`src/rtl/calc_req_arbiter_if.sv`:
```
// Bundles the request, issue and completion signals of calc_req_arbiter.
//   slave  : arbiter side (takes requests/completions, drives issue/status)
//   master : environment side (requesters + execution unit)
// Per-port vectors pack port p into slice [p*W +: W].
interface calc_req_arbiter_if #(
    parameter int NUM_PORTS = 4,
    parameter int DATA_W    = 32,
    parameter int TAG_W     = 2,
    parameter int PORT_W    = $clog2(NUM_PORTS)
);
    logic [NUM_PORTS-1:0]        req_valid;
    logic [NUM_PORTS-1:0]        req_ready;
    logic [4*NUM_PORTS-1:0]      req_cmd;
    logic [TAG_W*NUM_PORTS-1:0]  req_tag;
    logic [4*NUM_PORTS-1:0]      req_d1;
    logic [4*NUM_PORTS-1:0]      req_d2;
    logic [4*NUM_PORTS-1:0]      req_r1;
    logic [DATA_W*NUM_PORTS-1:0] req_data;

    logic                        issue_valid;
    logic                        issue_ready;
    logic [PORT_W-1:0]           issue_port;
    logic [3:0]                  issue_cmd;
    logic [3:0]                  issue_d1;
    logic [3:0]                  issue_d2;
    logic [3:0]                  issue_r1;
    logic [TAG_W-1:0]            issue_tag;
    logic [DATA_W-1:0]           issue_data;

    logic                        cmp_valid;
    logic [PORT_W-1:0]           cmp_port;
    logic [TAG_W-1:0]            cmp_tag;

    logic                        err_cmp;
    logic                        idle;

    modport slave (
        input  req_valid, req_cmd, req_tag, req_d1, req_d2, req_r1, req_data,
        input  issue_ready, cmp_valid, cmp_port, cmp_tag,
        output req_ready, issue_valid, issue_port, issue_cmd, issue_d1, issue_d2,
        output issue_r1, issue_tag, issue_data, err_cmp, idle
    );

    modport master (
        output req_valid, req_cmd, req_tag, req_d1, req_d2, req_r1, req_data,
        output issue_ready, cmp_valid, cmp_port, cmp_tag,
        input  req_ready, issue_valid, issue_port, issue_cmd, issue_d1, issue_d2,
        input  issue_r1, issue_tag, issue_data, err_cmp, idle
    );
endinterface

```
`src/rtl/calc_req_arbiter.sv`:
```
// calc_req_arbiter: multi-port request front end for the calculator
// execution unit. Each port has a FIFO of {cmd, tag, d1, d2, r1, data};
// a round-robin arbiter loads one head entry per handshake into a single
// issue register. A per-port outstanding-tag bitmap blocks a head whose tag
// has not yet been completed.
// Ports:
//   c_clk  : clock, rising edge
//   reset  : asynchronous active-low reset
//   bus    : calc_req_arbiter_if.slave (requests, issue, completion, status)
module calc_req_arbiter #(
    parameter int NUM_PORTS  = 4,
    parameter int FIFO_DEPTH = 4,
    parameter int DATA_W     = 32,
    parameter int TAG_W      = 2,
    parameter int PORT_W     = $clog2(NUM_PORTS)
) (
    input  logic              c_clk,
    input  logic              reset,
    calc_req_arbiter_if.slave bus
);
    localparam int NTAGS = 1 << TAG_W;
    localparam int PTR_W = $clog2(FIFO_DEPTH);
    localparam int CNT_W = PTR_W + 1;

    typedef struct packed {
        logic [3:0]        cmd;
        logic [TAG_W-1:0]  tag;
        logic [3:0]        d1;
        logic [3:0]        d2;
        logic [3:0]        r1;
        logic [DATA_W-1:0] data;
    } entry_t;

    entry_t [NUM_PORTS-1:0] head_entry;
    logic   [NUM_PORTS-1:0] elig;
    logic   [NUM_PORTS-1:0] nonempty;
    logic   [NUM_PORTS-1:0] out_any;
    logic   [NUM_PORTS-1:0] cmp_bad;

    logic              load;
    logic              any_elig;
    logic [PORT_W-1:0] winner;
    logic [PORT_W:0]   scan;

    logic              rdy_en_q;
    logic [PORT_W-1:0] last_grant_q, last_grant_d;
    logic              err_q, err_d;
    logic              issue_valid_q, issue_valid_d;
    logic [PORT_W-1:0] issue_port_q, issue_port_d;
    entry_t            issue_entry_q, issue_entry_d;

    // ------------------------------------------------------------ per port
    for (genvar gi = 0; gi < NUM_PORTS; gi++) begin : g_port
        entry_t            mem_q [FIFO_DEPTH];
        entry_t            in_entry;
        logic [PTR_W-1:0]  wr_ptr_q, rd_ptr_q;
        logic [CNT_W-1:0]  count_q, count_d;
        logic [NTAGS-1:0]  out_q, out_d;
        logic              push, pop, cmp_sel;

        assign in_entry.cmd  = bus.req_cmd[gi*4 +: 4];
        assign in_entry.tag  = bus.req_tag[gi*TAG_W +: TAG_W];
        assign in_entry.d1   = bus.req_d1[gi*4 +: 4];
        assign in_entry.d2   = bus.req_d2[gi*4 +: 4];
        assign in_entry.r1   = bus.req_r1[gi*4 +: 4];
        assign in_entry.data = bus.req_data[gi*DATA_W +: DATA_W];

        // ready is held low until the first edge after reset release
        assign bus.req_ready[gi] = rdy_en_q & (count_q != CNT_W'(FIFO_DEPTH));

        // a no-op command completes its handshake but is never stored
        assign push    = bus.req_valid[gi] & bus.req_ready[gi] & (in_entry.cmd != 4'd0);
        assign pop     = load & (winner == PORT_W'(gi));
        assign cmp_sel = bus.cmp_valid & (bus.cmp_port == PORT_W'(gi));

        assign head_entry[gi] = mem_q[rd_ptr_q];
        assign nonempty[gi]   = (count_q != '0);
        assign elig[gi]       = nonempty[gi] & ~out_q[head_entry[gi].tag];
        assign out_any[gi]    = |out_q;
        assign cmp_bad[gi]    = cmp_sel & ~out_q[bus.cmp_tag];

        always_comb begin
            count_d = count_q;
            case ({push, pop})
                2'b10:   count_d = count_q + CNT_W'(1);
                2'b01:   count_d = count_q - CNT_W'(1);
                default: count_d = count_q;
            endcase
            // clear first, then set: a same-tag clash cannot happen because
            // the popped head was only eligible with its bit already clear
            out_d = out_q;
            if (cmp_sel) out_d[bus.cmp_tag] = 1'b0;
            if (pop)     out_d[head_entry[gi].tag] = 1'b1;
        end

        always_ff @(posedge c_clk or negedge reset) begin
            if (!reset) begin
                wr_ptr_q <= '0;
                rd_ptr_q <= '0;
                count_q  <= '0;
                out_q    <= '0;
            end else begin
                if (push) wr_ptr_q <= wr_ptr_q + PTR_W'(1);
                if (pop)  rd_ptr_q <= rd_ptr_q + PTR_W'(1);
                count_q <= count_d;
                out_q   <= out_d;
            end
        end

        // storage carries no reset; validity is tracked by count_q
        always_ff @(posedge c_clk) begin
            if (push) mem_q[wr_ptr_q] <= in_entry;
        end
    end

    // ------------------------------------------------------------ arbiter
    // Scan last_grant+1 .. last_grant+NUM_PORTS with modulo wrap; the first
    // eligible port wins.
    always_comb begin
        any_elig = 1'b0;
        winner   = '0;
        scan     = '0;
        for (int i = 1; i <= NUM_PORTS; i++) begin
            scan = {1'b0, last_grant_q} + (PORT_W+1)'(i);
            if (scan >= (PORT_W+1)'(NUM_PORTS)) scan = scan - (PORT_W+1)'(NUM_PORTS);
            if (!any_elig && elig[scan[PORT_W-1:0]]) begin
                any_elig = 1'b1;
                winner   = scan[PORT_W-1:0];
            end
        end
    end

    assign load = (~issue_valid_q | bus.issue_ready) & any_elig;

    always_comb begin
        issue_valid_d = issue_valid_q;
        issue_port_d  = issue_port_q;
        issue_entry_d = issue_entry_q;
        last_grant_d  = last_grant_q;
        if (load) begin
            issue_valid_d = 1'b1;
            issue_port_d  = winner;
            issue_entry_d = head_entry[winner];
            last_grant_d  = winner;
        end else if (bus.issue_ready) begin
            issue_valid_d = 1'b0;
        end
        err_d = err_q | (|cmp_bad);
    end

    always_ff @(posedge c_clk or negedge reset) begin
        if (!reset) begin
            rdy_en_q      <= 1'b0;
            last_grant_q  <= PORT_W'(NUM_PORTS - 1);
            err_q         <= 1'b0;
            issue_valid_q <= 1'b0;
            issue_port_q  <= '0;
            issue_entry_q <= '0;
        end else begin
            rdy_en_q      <= 1'b1;
            last_grant_q  <= last_grant_d;
            err_q         <= err_d;
            issue_valid_q <= issue_valid_d;
            issue_port_q  <= issue_port_d;
            issue_entry_q <= issue_entry_d;
        end
    end

    assign bus.issue_valid = issue_valid_q;
    assign bus.issue_port  = issue_port_q;
    assign bus.issue_cmd   = issue_entry_q.cmd;
    assign bus.issue_tag   = issue_entry_q.tag;
    assign bus.issue_d1    = issue_entry_q.d1;
    assign bus.issue_d2    = issue_entry_q.d2;
    assign bus.issue_r1    = issue_entry_q.r1;
    assign bus.issue_data  = issue_entry_q.data;
    assign bus.err_cmp     = err_q;
    assign bus.idle        = ~issue_valid_q & ~(|nonempty) & ~(|out_any);
endmodule

```
`src/flat_wrapper.sv`:
```
// flat-port wrapper written by rule: the top's interface ports become plain ports
module calc_req_arbiter_flat 
#(
    parameter int NUM_PORTS  = 4,
    parameter int FIFO_DEPTH = 4,
    parameter int DATA_W     = 32,
    parameter int TAG_W      = 2,
    parameter int PORT_W     = $clog2(NUM_PORTS)
)
  (c_clk, reset, bus_req_valid, bus_req_cmd, bus_req_tag, bus_req_d1, bus_req_d2, bus_req_r1, bus_req_data, bus_issue_ready, bus_cmp_valid, bus_cmp_port, bus_cmp_tag, bus_req_ready, bus_issue_valid, bus_issue_port, bus_issue_cmd, bus_issue_d1, bus_issue_d2, bus_issue_r1, bus_issue_tag, bus_issue_data, bus_err_cmp, bus_idle);
  calc_req_arbiter_if #(.NUM_PORTS(NUM_PORTS), .DATA_W(DATA_W), .TAG_W(TAG_W), .PORT_W(PORT_W)) bus_i ();
  input  logic c_clk;
  input  logic reset;
  input wire logic [$bits(bus_i.req_valid)-1:0] bus_req_valid;
  input wire logic [$bits(bus_i.req_cmd)-1:0] bus_req_cmd;
  input wire logic [$bits(bus_i.req_tag)-1:0] bus_req_tag;
  input wire logic [$bits(bus_i.req_d1)-1:0] bus_req_d1;
  input wire logic [$bits(bus_i.req_d2)-1:0] bus_req_d2;
  input wire logic [$bits(bus_i.req_r1)-1:0] bus_req_r1;
  input wire logic [$bits(bus_i.req_data)-1:0] bus_req_data;
  input wire logic [$bits(bus_i.issue_ready)-1:0] bus_issue_ready;
  input wire logic [$bits(bus_i.cmp_valid)-1:0] bus_cmp_valid;
  input wire logic [$bits(bus_i.cmp_port)-1:0] bus_cmp_port;
  input wire logic [$bits(bus_i.cmp_tag)-1:0] bus_cmp_tag;
  output wire logic [$bits(bus_i.req_ready)-1:0] bus_req_ready;
  output wire logic [$bits(bus_i.issue_valid)-1:0] bus_issue_valid;
  output wire logic [$bits(bus_i.issue_port)-1:0] bus_issue_port;
  output wire logic [$bits(bus_i.issue_cmd)-1:0] bus_issue_cmd;
  output wire logic [$bits(bus_i.issue_d1)-1:0] bus_issue_d1;
  output wire logic [$bits(bus_i.issue_d2)-1:0] bus_issue_d2;
  output wire logic [$bits(bus_i.issue_r1)-1:0] bus_issue_r1;
  output wire logic [$bits(bus_i.issue_tag)-1:0] bus_issue_tag;
  output wire logic [$bits(bus_i.issue_data)-1:0] bus_issue_data;
  output wire logic [$bits(bus_i.err_cmp)-1:0] bus_err_cmp;
  output wire logic [$bits(bus_i.idle)-1:0] bus_idle;
  assign bus_i.req_valid = bus_req_valid;
  assign bus_i.req_cmd = bus_req_cmd;
  assign bus_i.req_tag = bus_req_tag;
  assign bus_i.req_d1 = bus_req_d1;
  assign bus_i.req_d2 = bus_req_d2;
  assign bus_i.req_r1 = bus_req_r1;
  assign bus_i.req_data = bus_req_data;
  assign bus_i.issue_ready = bus_issue_ready;
  assign bus_i.cmp_valid = bus_cmp_valid;
  assign bus_i.cmp_port = bus_cmp_port;
  assign bus_i.cmp_tag = bus_cmp_tag;
  assign bus_req_ready = bus_i.req_ready;
  assign bus_issue_valid = bus_i.issue_valid;
  assign bus_issue_port = bus_i.issue_port;
  assign bus_issue_cmd = bus_i.issue_cmd;
  assign bus_issue_d1 = bus_i.issue_d1;
  assign bus_issue_d2 = bus_i.issue_d2;
  assign bus_issue_r1 = bus_i.issue_r1;
  assign bus_issue_tag = bus_i.issue_tag;
  assign bus_issue_data = bus_i.issue_data;
  assign bus_err_cmp = bus_i.err_cmp;
  assign bus_idle = bus_i.idle;
  calc_req_arbiter #(.NUM_PORTS(NUM_PORTS), .FIFO_DEPTH(FIFO_DEPTH), .DATA_W(DATA_W), .TAG_W(TAG_W), .PORT_W(PORT_W)) u_core (.c_clk(c_clk), .reset(reset), .bus(bus_i));
endmodule
```
`config.mk`:
```
export PLATFORM = sky130hd
export DESIGN_NAME = calc_req_arbiter_flat
export DESIGN_NICKNAME = d
export VERILOG_FILES = /design/src/rtl/calc_req_arbiter_if.sv /design/src/rtl/calc_req_arbiter.sv /design/src/flat_wrapper.sv
export SDC_FILE = /design/constraint.sdc
export NUM_CORES = 1
export LEC_CHECK = 0
export BUFFER_PORTS_ARGS = -buffer_cell sky130_fd_sc_hd__buf_2
export CAP_MARGIN = 20
export CORE_MARGIN = 2
export CORE_UTILIZATION = 49
export DETAILED_ROUTE_END_ITERATION = 12
export PLACE_DENSITY = 0.7
export SKIP_LAST_GASP = 1
export SLEW_MARGIN = 20
export SYNTH_ARGS = -nofsm -noshare
export SYNTH_HDL_FRONTEND = slang
export SYNTH_SLANG_ARGS = --single-unit
```
`constraint.sdc`:
```
create_clock -name c_clk -period 3.6 [get_ports c_clk]
set_input_delay 0.18 -clock c_clk [delete_from_list [all_inputs] [get_ports c_clk]]
set_output_delay 0.18 -clock c_clk [all_outputs]
set_load 0.02 [all_outputs]
```
==> results of run 1 <==
## area by class of cell
| type | instances | area, sq um |
|---|---|---|
| Clock inverter | 39 | 246 |
| Timing Repair Buffer | 538 | 4100 |
| Inverter | 25 | 93.8 |
| Fill cell | 5127 | 28300 |
| Clock buffer | 123 | 2560 |
| Tap cell | 950 | 1190 |
| Antenna cell | 8 | 20.0 |
| Sequential cell | 901 | 26600 |
| Multi-Input combinational cell | 725 | 8660 |
## timing repair
item                                    4_1_cts  5_1_grt
setup buffers                                 0        7
gates cloned                                  0        2
endpoints found under the hold margin       858        0
endpoints found under the setup margin        4       38
pin swaps                                     0       11
hold buffers                                204        0
resized for setup                             2       28
## kinds of logic (layout without fill, tap and decap cells)
logic type | count (synthesis) | in the layout | synth area share
other | 1 | 9 | 0.000105
xor gates and xnor gates | 24 | 24 | 0.00590
AOI/OAI and AO/OA | 110 | 110 | 0.0229
adders and majority gates | 24 | 24 | 0.00928
buffers and inverters | 122 | 725 | 0.0153
and+or+nand+nor | 254 | 254 | 0.0423
muxes | 312 | 312 | 0.158
DFF | 901 | 901 | 0.746
## worst max-delay path: cells and delay by family (launching register included)
family                     cells  cell delay [ns]
and+or+nand+nor                3             0.66
buffers and inverters          2             0.30
muxes                          4             1.32
AOI/OAI and AO/OA              1             0.12
adders and majority gates      2             0.58
DFF                            1             0.44
## sequential cells by signal, indices dropped and copies added (netlist names)
register                flops
u_core.rdy_en_q             1
u_core.bus.issue_d1         4
u_core.g_port.count_q      12
u_core.bus.issue_valid      1
u_core.last_grant_q         2
u_core.bus.issue_tag        2
u_core.bus.issue_cmd        4
u_core.g_port.mem_q       800
u_core.bus.issue_port       2
u_core.bus.issue_d2         4
u_core.bus.issue_data      32
u_core.g_port.wr_ptr_q      8
u_core.bus.issue_r1         4
u_core.bus.err_cmp          1
u_core.g_port.rd_ptr_q      8
u_core.g_port.out_q        16
## placed cells by master (no fill, tap or decap), drive strengths merged, types with 22 or more instances in the layout
cell / count
clkinv: 34
mux2i: 107
o211ai: 50
clkbuf: 124
mux4: 201
nor3b: 97
nand2: 67
buf: 333
dlygate4sd3: 204
o21ai: 22
inv: 27
edfxtp: 800
dfrtp: 99
## worst max path at each step
stage	start	endpoint	slack, ns	cells after the start
CTS	u_core.g_port[0].rd_ptr_q[0]$_DFFE_PN0N_	u_core.bus.issue_d2[1]$_DFFE_PN0P_	-0.04	11
global route	u_core.g_port[3].rd_ptr_q[0]$_DFFE_PN0N_	u_core.g_port[2].count_q[1]$_DFFE_PN0P_	-0.06	12
floorplan	u_core.g_port[0].rd_ptr_q[0]$_DFFE_PN0N_	u_core.g_port[0].count_q[2]$_DFFE_PN0P_	0.15	15
detailed placement	u_core.g_port[0].rd_ptr_q[0]$_DFFE_PN0N_	u_core.g_port[2].count_q[1]$_DFFE_PN0P_	-0.06	12
finish	u_core.g_port[3].rd_ptr_q[0]$_DFFE_PN0N_	u_core.g_port[2].count_q[1]$_DFFE_PN0P_	0.05	12
global placement	u_core.g_port[0].rd_ptr_q[0]$_DFFE_PN0N_	u_core.g_port[0].count_q[1]$_DFFE_PN0P_	0.10	12
## report_power, final
part / switching (W) / internal (W) / leakage (nW)
sequential: 0.000746 / 0.0130 / 8.46
combinational: 0.00897 / 0.00651 / 5.16
clock: 0.00375 / 0.00511 / 1.40
total: 0.0135 / 0.0247 / 15.0
## metal layers
| layer | vias to the layer above | GRT usage |
|---|---|---|
| met5 | - | 0 |
| met4 | 14 | 0.0651 |
| met1 | 9796 | 0.328 |
| met3 | 139 | 0.0487 |
| met2 | 812 | 0.334 |
| li1 | 8192 | - |
## per-stage QoR
step | worst slack (ns) | instances | utilization | total power, W | setup TNS (ns)
after floorplan | 0.149 | 1748 | - | 0.0239 | 0
after global placement | 0.101 | 2927 | 0.535 | 0.0281 | 0
after detailed placement | -0.0566 | 2927 | 0.535 | 0.0285 | -0.138
after CTS | -0.0363 | 3293 | 0.603 | 0.0376 | -0.0363
after global routing | -0.0553 | 3308 | 0.606 | 0.0398 | -0.206
final | 0.0456 | 3309 | 0.606 | 0.0381 | 0
==> impl_metrics.py, run 1 <==
metrics = {
    "outcome": {
        "outcome": "finished clean",
    },
    "routing": {
        "met3_wirelength_um": 6730,
        "post-route-drc-count": 0,
        "met1Wirelength_um": 35800,
        "wl_per_cell_um": 25.3,
        "routed_wl_um": 83800,
        "via_count": 19000,
        "detail-route-antenna-nets": 0,
        "drt-initial-drc-count": 1725,
        "detailedRoute.firstPassIterationCount": 5,
        "route.met2.wl_um": 39000,
        "vias_per_cell": 5.73,
        "dr.max_layer_used": "met5",
    },
    "synthesis": {
        "async_flop_share": 0.112,
        "yosysTopAreaCell": "edfxtp_1",
        "yosys.cell_count.top_type": "edfxtp_1",
        "yosys-top-cells-count": "800 x edfxtp_1, 201 x mux4_2, 107 x mux2i_1, 99 x dfrtp_1, 96 x nor3b_1",
        "synth_ff_type": "edfxtp_1",
        "sequential_to_total_area_share_from_yosys_stat": 0.746,
        "syn-mean-instance-area_sq_um": 20.4,
        "synth_top_area_share": 0.675,
        "synth_cells": 1748,
        "synthTopCellsByArea": "edfxtp_1 67%, mux4_2 13%, dfrtp_1 7.0%",
        "synth_edf_count": 800,
        "ys_seq_elements": 901,
        "mappedNetlistNets": 1984,
        "netlist-cell-type-count": 54,
        "netlist_area_sq_um": 35600,
        "synth_warnings": 0,
    },
    "sta": {
        "final.setup_skew_ns": 0.0302,
        "final_period_minus_worst_setup_slack_ns": 3.55,
        "rsz0062_at_grt": "yes",
        "hold_viol_final": 0,
        "total_count_of_max_transition_violations_in_the_final_report": 0,
        "finalCritPeriodShare": 0.987,
        "worst_slew_pin_slew_ns": 0.895,
        "hold_ws_ns": 0.0424,
        "max_transition_margin": 0.403,
        "timing.fmax_mhz": 281,
        "setup_viol": 0,
    },
    "worst_setup_path": {
        "start_kind": "flip-flop",
        "timing.critical_path.arrival_ns": 4.05,
        "worstPathMaxFanout": 5,
        "timing.rr.start": "u_core.g_port[3].rd_ptr_q[0]$_DFFE_PN0N_",
        "rr_worst_depth": 12,
        "timing.rr.end": "u_core.g_port[2].count_q[1]$_DFFE_PN0P_",
        "critical-path-slowest-cell": "mux4_2",
        "worst-setup-path-type": "flip-flop to flip-flop",
        "crit_top_cell": "mux2i_2",
        "r2r_setup_slack_ns": 0.05,
        "timing.critical_path.to_type": "flip-flop",
        "sequence_of_cells_on_the_critical_path": "mux4_2, mux2i_2, mux2i_2, nor3b_4, buf_4, o311ai_4, nor2_4, nand2_2, inv_1, ha_4, fa_2, mux2_2",
        "crit_path_max_incr_delay_ns": 0.63,
        "worst-endpoint-required_ns": 4.09,
    },
    "placement": {
        "port_buffers": 270,
        "place.detailed.hpwl_um": 53600,
        "place_congestion": 0.862,
        "dpl-instance-area_sq_um": 38400,
    },
    "flow_run": {
        "drv_cap": 0,
    },
    "hold_path": {
        "min-delay-path-class": "primary input to flip-flop",
        "worstHoldPathCells": 3,
        "worstHoldEndpoint": "u_core.g_port[0].wr_ptr_q[0]$_DFFE_PN0P_",
        "min-delay-start": "bus_req_valid[0]",
    },
    "power_and_ir_drop": {
        "pwrdens_nw_per_um2": 878,
        "cellLeakagePower_nw": 15.0,
        "power.ir.vdd_worst_mv": 0.913,
    },
    "clock_network": {
        "clk_root_buffer_cell": "clkbuf_16",
        "cts-buffers-inserted": 88,
        "worst_setup_hold_path_clk_slew_ns": 0.06,
        "clock_sink_count": 901,
        "htreeDepth": 3,
        "cts_tree": "yes",
        "ctsLongestPathBuffers": 3,
        "worstSkewPairLatency_ns": 0.62,
    },
    "floorplan": {
        "vertical_die_dimension_um": 274,
        "std_cell_rows": 98,
        "die_w_um": 274,
        "design.die.area_sq_um": 74800,
        "initial_core_util": 0.496,
        "top_level_ports": 271,
        "floorplan.core_area_sq_um": 71700,
    },
    "grt": {
        "grt.total_usage": 0.221,
        "number_of_global_route_vias_before_repair": 19300,
        "antenna_violations_before_repair": 16,
        "globalRoute.totalOverflow": 0,
        "grt_pass1_wl_um": 123000,
        "maximum_number_of_pins_on_one_net_before_global_route_repair": 97,
    },
    "layout": {
        "finalInstanceArea_sq_um": 43400,
        "final_net_count": 2515,
        "final_layout_size_suffix_gt1_frac": 0.312,
        "layout-area-overhead-vs-synth_pct": 22.0,
    },
}
(Power assumes the default switching activity.)
==> inputs of run 2 (changes only) <==
--- a/config.mk
+++ b/config.mk
@@ -10,7 +10,8 @@
 export CORE_MARGIN = 2
 export CORE_UTILIZATION = 49
 export DETAILED_ROUTE_END_ITERATION = 12
-export PLACE_DENSITY = 0.7
+export MAX_ROUTING_LAYER = met4
+export PLACE_DENSITY = 0.67
 export SKIP_LAST_GASP = 1
 export SLEW_MARGIN = 20
 export SYNTH_ARGS = -nofsm -noshare
==> constraint.sdc (replaced) <==
create_clock -name c_clk -period 4.07 [get_ports c_clk]
set_input_delay 0.2035 -clock c_clk [delete_from_list [all_inputs] [get_ports c_clk]]
set_output_delay 0.2035 -clock c_clk [all_outputs]
set_load 0.02 [all_outputs]
==> run 2 against run 1 <==
- sequential share of layout area up 0.21 points
- non-clock buffer count shrank 9
- critical path type unchanged
- clock power is 8.2% lower
- wire length is essentially flat
- utilization fell by 0.20 points
==> impl_metrics.py, run 2 (synthesized netlist as in run 1, its figures left out) <==
metrics = {
    "outcome": {
        "outcome": "finished clean",
    },
    "sta": {
        "hold_viol_final": 0,
        "final.setup.worst_slack_ns": 0.241,
        "timing.fmax_mhz": 261,
        "setup_viol": 0,
        "final.setup_skew_ns": 0.0245,
        "rsz0062_at_grt": "no",
        "fin_tns_setup_ns": 0,
        "finalCritPeriodShare": 0.941,
        "total_count_of_max_transition_violations_in_the_final_report": 0,
        "final_period_minus_worst_setup_slack_ns": 3.83,
        "max_transition_margin": 0.331,
        "worst_slew_pin_slew_ns": 1.00,
    },
    "worst_setup_path": {
        "path_delay_family": "simple AND/OR/NAND/NOR gates",
        "rr_worst_depth": 11,
        "critical-path-slowest-cell": "mux4_2",
        "crit_path_max_incr_delay_ns": 0.58,
        "r2r_setup_slack_ns": 0.24,
        "worst-setup-path-type": "flip-flop to flip-flop",
        "timing.critical_path.to_type": "flip-flop",
        "timing.critical_path.from": "u_core.g_port[1].rd_ptr_q[0]$_DFFE_PN0N_",
        "worst-path-buf-inv": 1,
        "timing.rr.start": "u_core.g_port[1].rd_ptr_q[0]$_DFFE_PN0N_",
        "start_kind": "flip-flop",
        "timing.critical_path.arrival_ns": 4.34,
        "timing.rr.end": "u_core.g_port[0].count_q[1]$_DFFE_PN0P_",
        "worst-endpoint-required_ns": 4.58,
        "sequence_of_cells_on_the_critical_path": "mux4_2, nor2b_1, a22oi_4, nor2b_1, a221oi_2, nand2_1, or2_1, inv_2, ha_1, fa_1, mux2_2",
        "worstPathMaxFanout": 7,
        "crit_top_cell": "nor2b_1",
    },
    "power_and_ir_drop": {
        "combinationalPowerShare": 0.385,
        "power.ir.vdd_worst_mv": 1.05,
        "share_clk_of_total_power": 0.246,
        "switching_power_w": 0.0115,
        "fin_total_pwr_w": 0.0331,
        "p_int_w": 0.0216,
        "p_seq_frac": 0.369,
        "switching_share": 0.347,
        "pwrdens_nw_per_um2": 764,
        "cellLeakagePower_nw": 15.0,
    },
    "clock_network": {
        "ctsLongestPathBuffers": 3,
        "clock_sink_count": 901,
        "worst_setup_hold_path_clk_slew_ns": 0.06,
        "htreeDepth": 3,
        "cts_tree": "yes",
        "cts_post_setup_buffers_inserted": 0,
        "clk_root_buffer_cell": "clkbuf_16",
        "cts-buffers-inserted": 91,
        "worstSkewPairLatency_ns": 0.64,
    },
    "routing": {
        "wl_per_cell_um": 25.3,
        "post-route-drc-count": 0,
        "detailedRoute.firstPassIterationCount": 7,
        "vias_per_cell": 5.68,
        "detail-route-antenna-nets": 0,
        "drt-initial-drc-count": 1737,
        "via_count": 18800,
        "routed_wl_um": 83800,
    },
    "grt": {
        "maximum_number_of_pins_on_one_net_before_global_route_repair": 72,
        "grt_pass1_wl_um": 125000,
        "grt.total_usage": 0.235,
        "number_of_global_route_vias_before_repair": 19300,
        "globalRoute.totalOverflow": 0,
        "antenna_violations_before_repair": 17,
    },
    "layout": {
        "most-common-layout-cells": "800 x edfxtp_1, 269 x buf_2, 206 x dlygate4sd3_1",
        "flip_flop_count_of_the_largest_register_after_layout": 800,
        "final_net_count": 2509,
        "final_layout_size_suffix_gt1_frac": 0.298,
        "finalInstanceArea_sq_um": 43300,
        "layout-area-overhead-vs-synth_pct": 21.6,
        "finalCoreUtilization": 0.604,
        "most_common_cell_after_layout_fill_and_taps_aside": "edfxtp_1",
        "largest-register": "u_core.g_port.mem_q",
    },
    "floorplan": {
        "std_cell_rows": 98,
        "floorplan.core_area_sq_um": 71700,
        "die_w_um": 274,
        "vertical_die_dimension_um": 274,
        "top_level_ports": 271,
        "design.die.area_sq_um": 74800,
        "initial_core_util": 0.496,
    },
    "placement": {
        "place_ws_ns": 0.315,
        "dpl-instance-area_sq_um": 38300,
        "place_congestion": 0.869,
        "port_buffers": 270,
        "place.detailed.hpwl_um": 55000,
    },
    "hold_path": {
        "min-delay-start": "bus_cmp_port[1]",
        "worstHoldPathCells": 4,
        "worstHoldEndpoint": "u_core.g_port[0].out_q[0]$_DFF_PN0_",
        "min-delay-path-class": "primary input to flip-flop",
    },
    "flow_run": {
        "drv_cap": 0,
    },
}
==> run 2: layout make-up <==
| class | instances | area (sq um) |
|---|---|---|
| fill | 5148 | 28400 |
| sequential | 901 | 26600 |
| multi-input combinational | 725 | 8550 |
| timing repair buffer | 529 | 3940 |
| clock buffer | 117 | 2500 |
| tap | 950 | 1190 |
| clock inverter | 46 | 410 |
| inverter | 25 | 93.8 |
| antenna | 15 | 37.5 |
==> run 2: routing by layer <==
metal  global-route usage  part of all wire  routed length (um)
met1                0.350              0.45               38000
met2                0.334              0.46               38500
met3               0.0414             0.064                5400
met4               0.0684             0.023                1920
met5                    -                 0                   0
==> run 2: worst min-delay path, delay by kind of cell <==
family | cells | cell delay, ns
AOI/OAI and AO/OA | 2 | 0.16
buffers and inverters | 1 | 0.11
and+or+nand+nor | 1 | 0.16
==> run 2: worst max-delay path by stage <==
stage                                              end  slack, ns  depth (start not counted)
2_1_floorplan  u_core.g_port[0].count_q[2]$_DFFE_PN0P_       0.62                         15
5_1_grt        u_core.g_port[3].count_q[2]$_DFFE_PN0P_       0.06                         13
6_report       u_core.g_port[0].count_q[1]$_DFFE_PN0P_       0.24                         11
3_5_place_dp   u_core.g_port[0].count_q[1]$_DFFE_PN0P_       0.31                         11
4_1_cts        u_core.g_port[0].count_q[1]$_DFFE_PN0P_       0.31                         11
3_3_place_gp   u_core.g_port[3].count_q[2]$_DFFE_PN0P_       0.45                         13
==> run 2: timing repair <==
item / 4_1_cts / 5_1_grt
hold buffers: 206 / 0
endpoints found under the setup margin: 0 / 0
endpoints found under the hold margin: 870 / 0
gates resized for setup: 0 / 0
==> run 2: power groups by stage <==
stage	Combinational (W)	Sequential [W]	Clock [W]
floorplan	0.00867	0.0124	0
global placement	0.0125	0.0123	0
detailed placement	0.0126	0.0124	0
CTS	0.0129	0.0122	0.00829
global route	0.0137	0.0123	0.00865
finish	0.0127	0.0122	0.00813
==> run 2: through the flow <==
step / hold slack, ns / instances
final: 0.0598 / 3308
after floorplan: -0.0921 / 1748
after global routing: 0.0623 / 3307
after CTS: 0.00748 / 3292
after global placement: 0.412 / 2923
after detailed placement: 0.421 / 2923
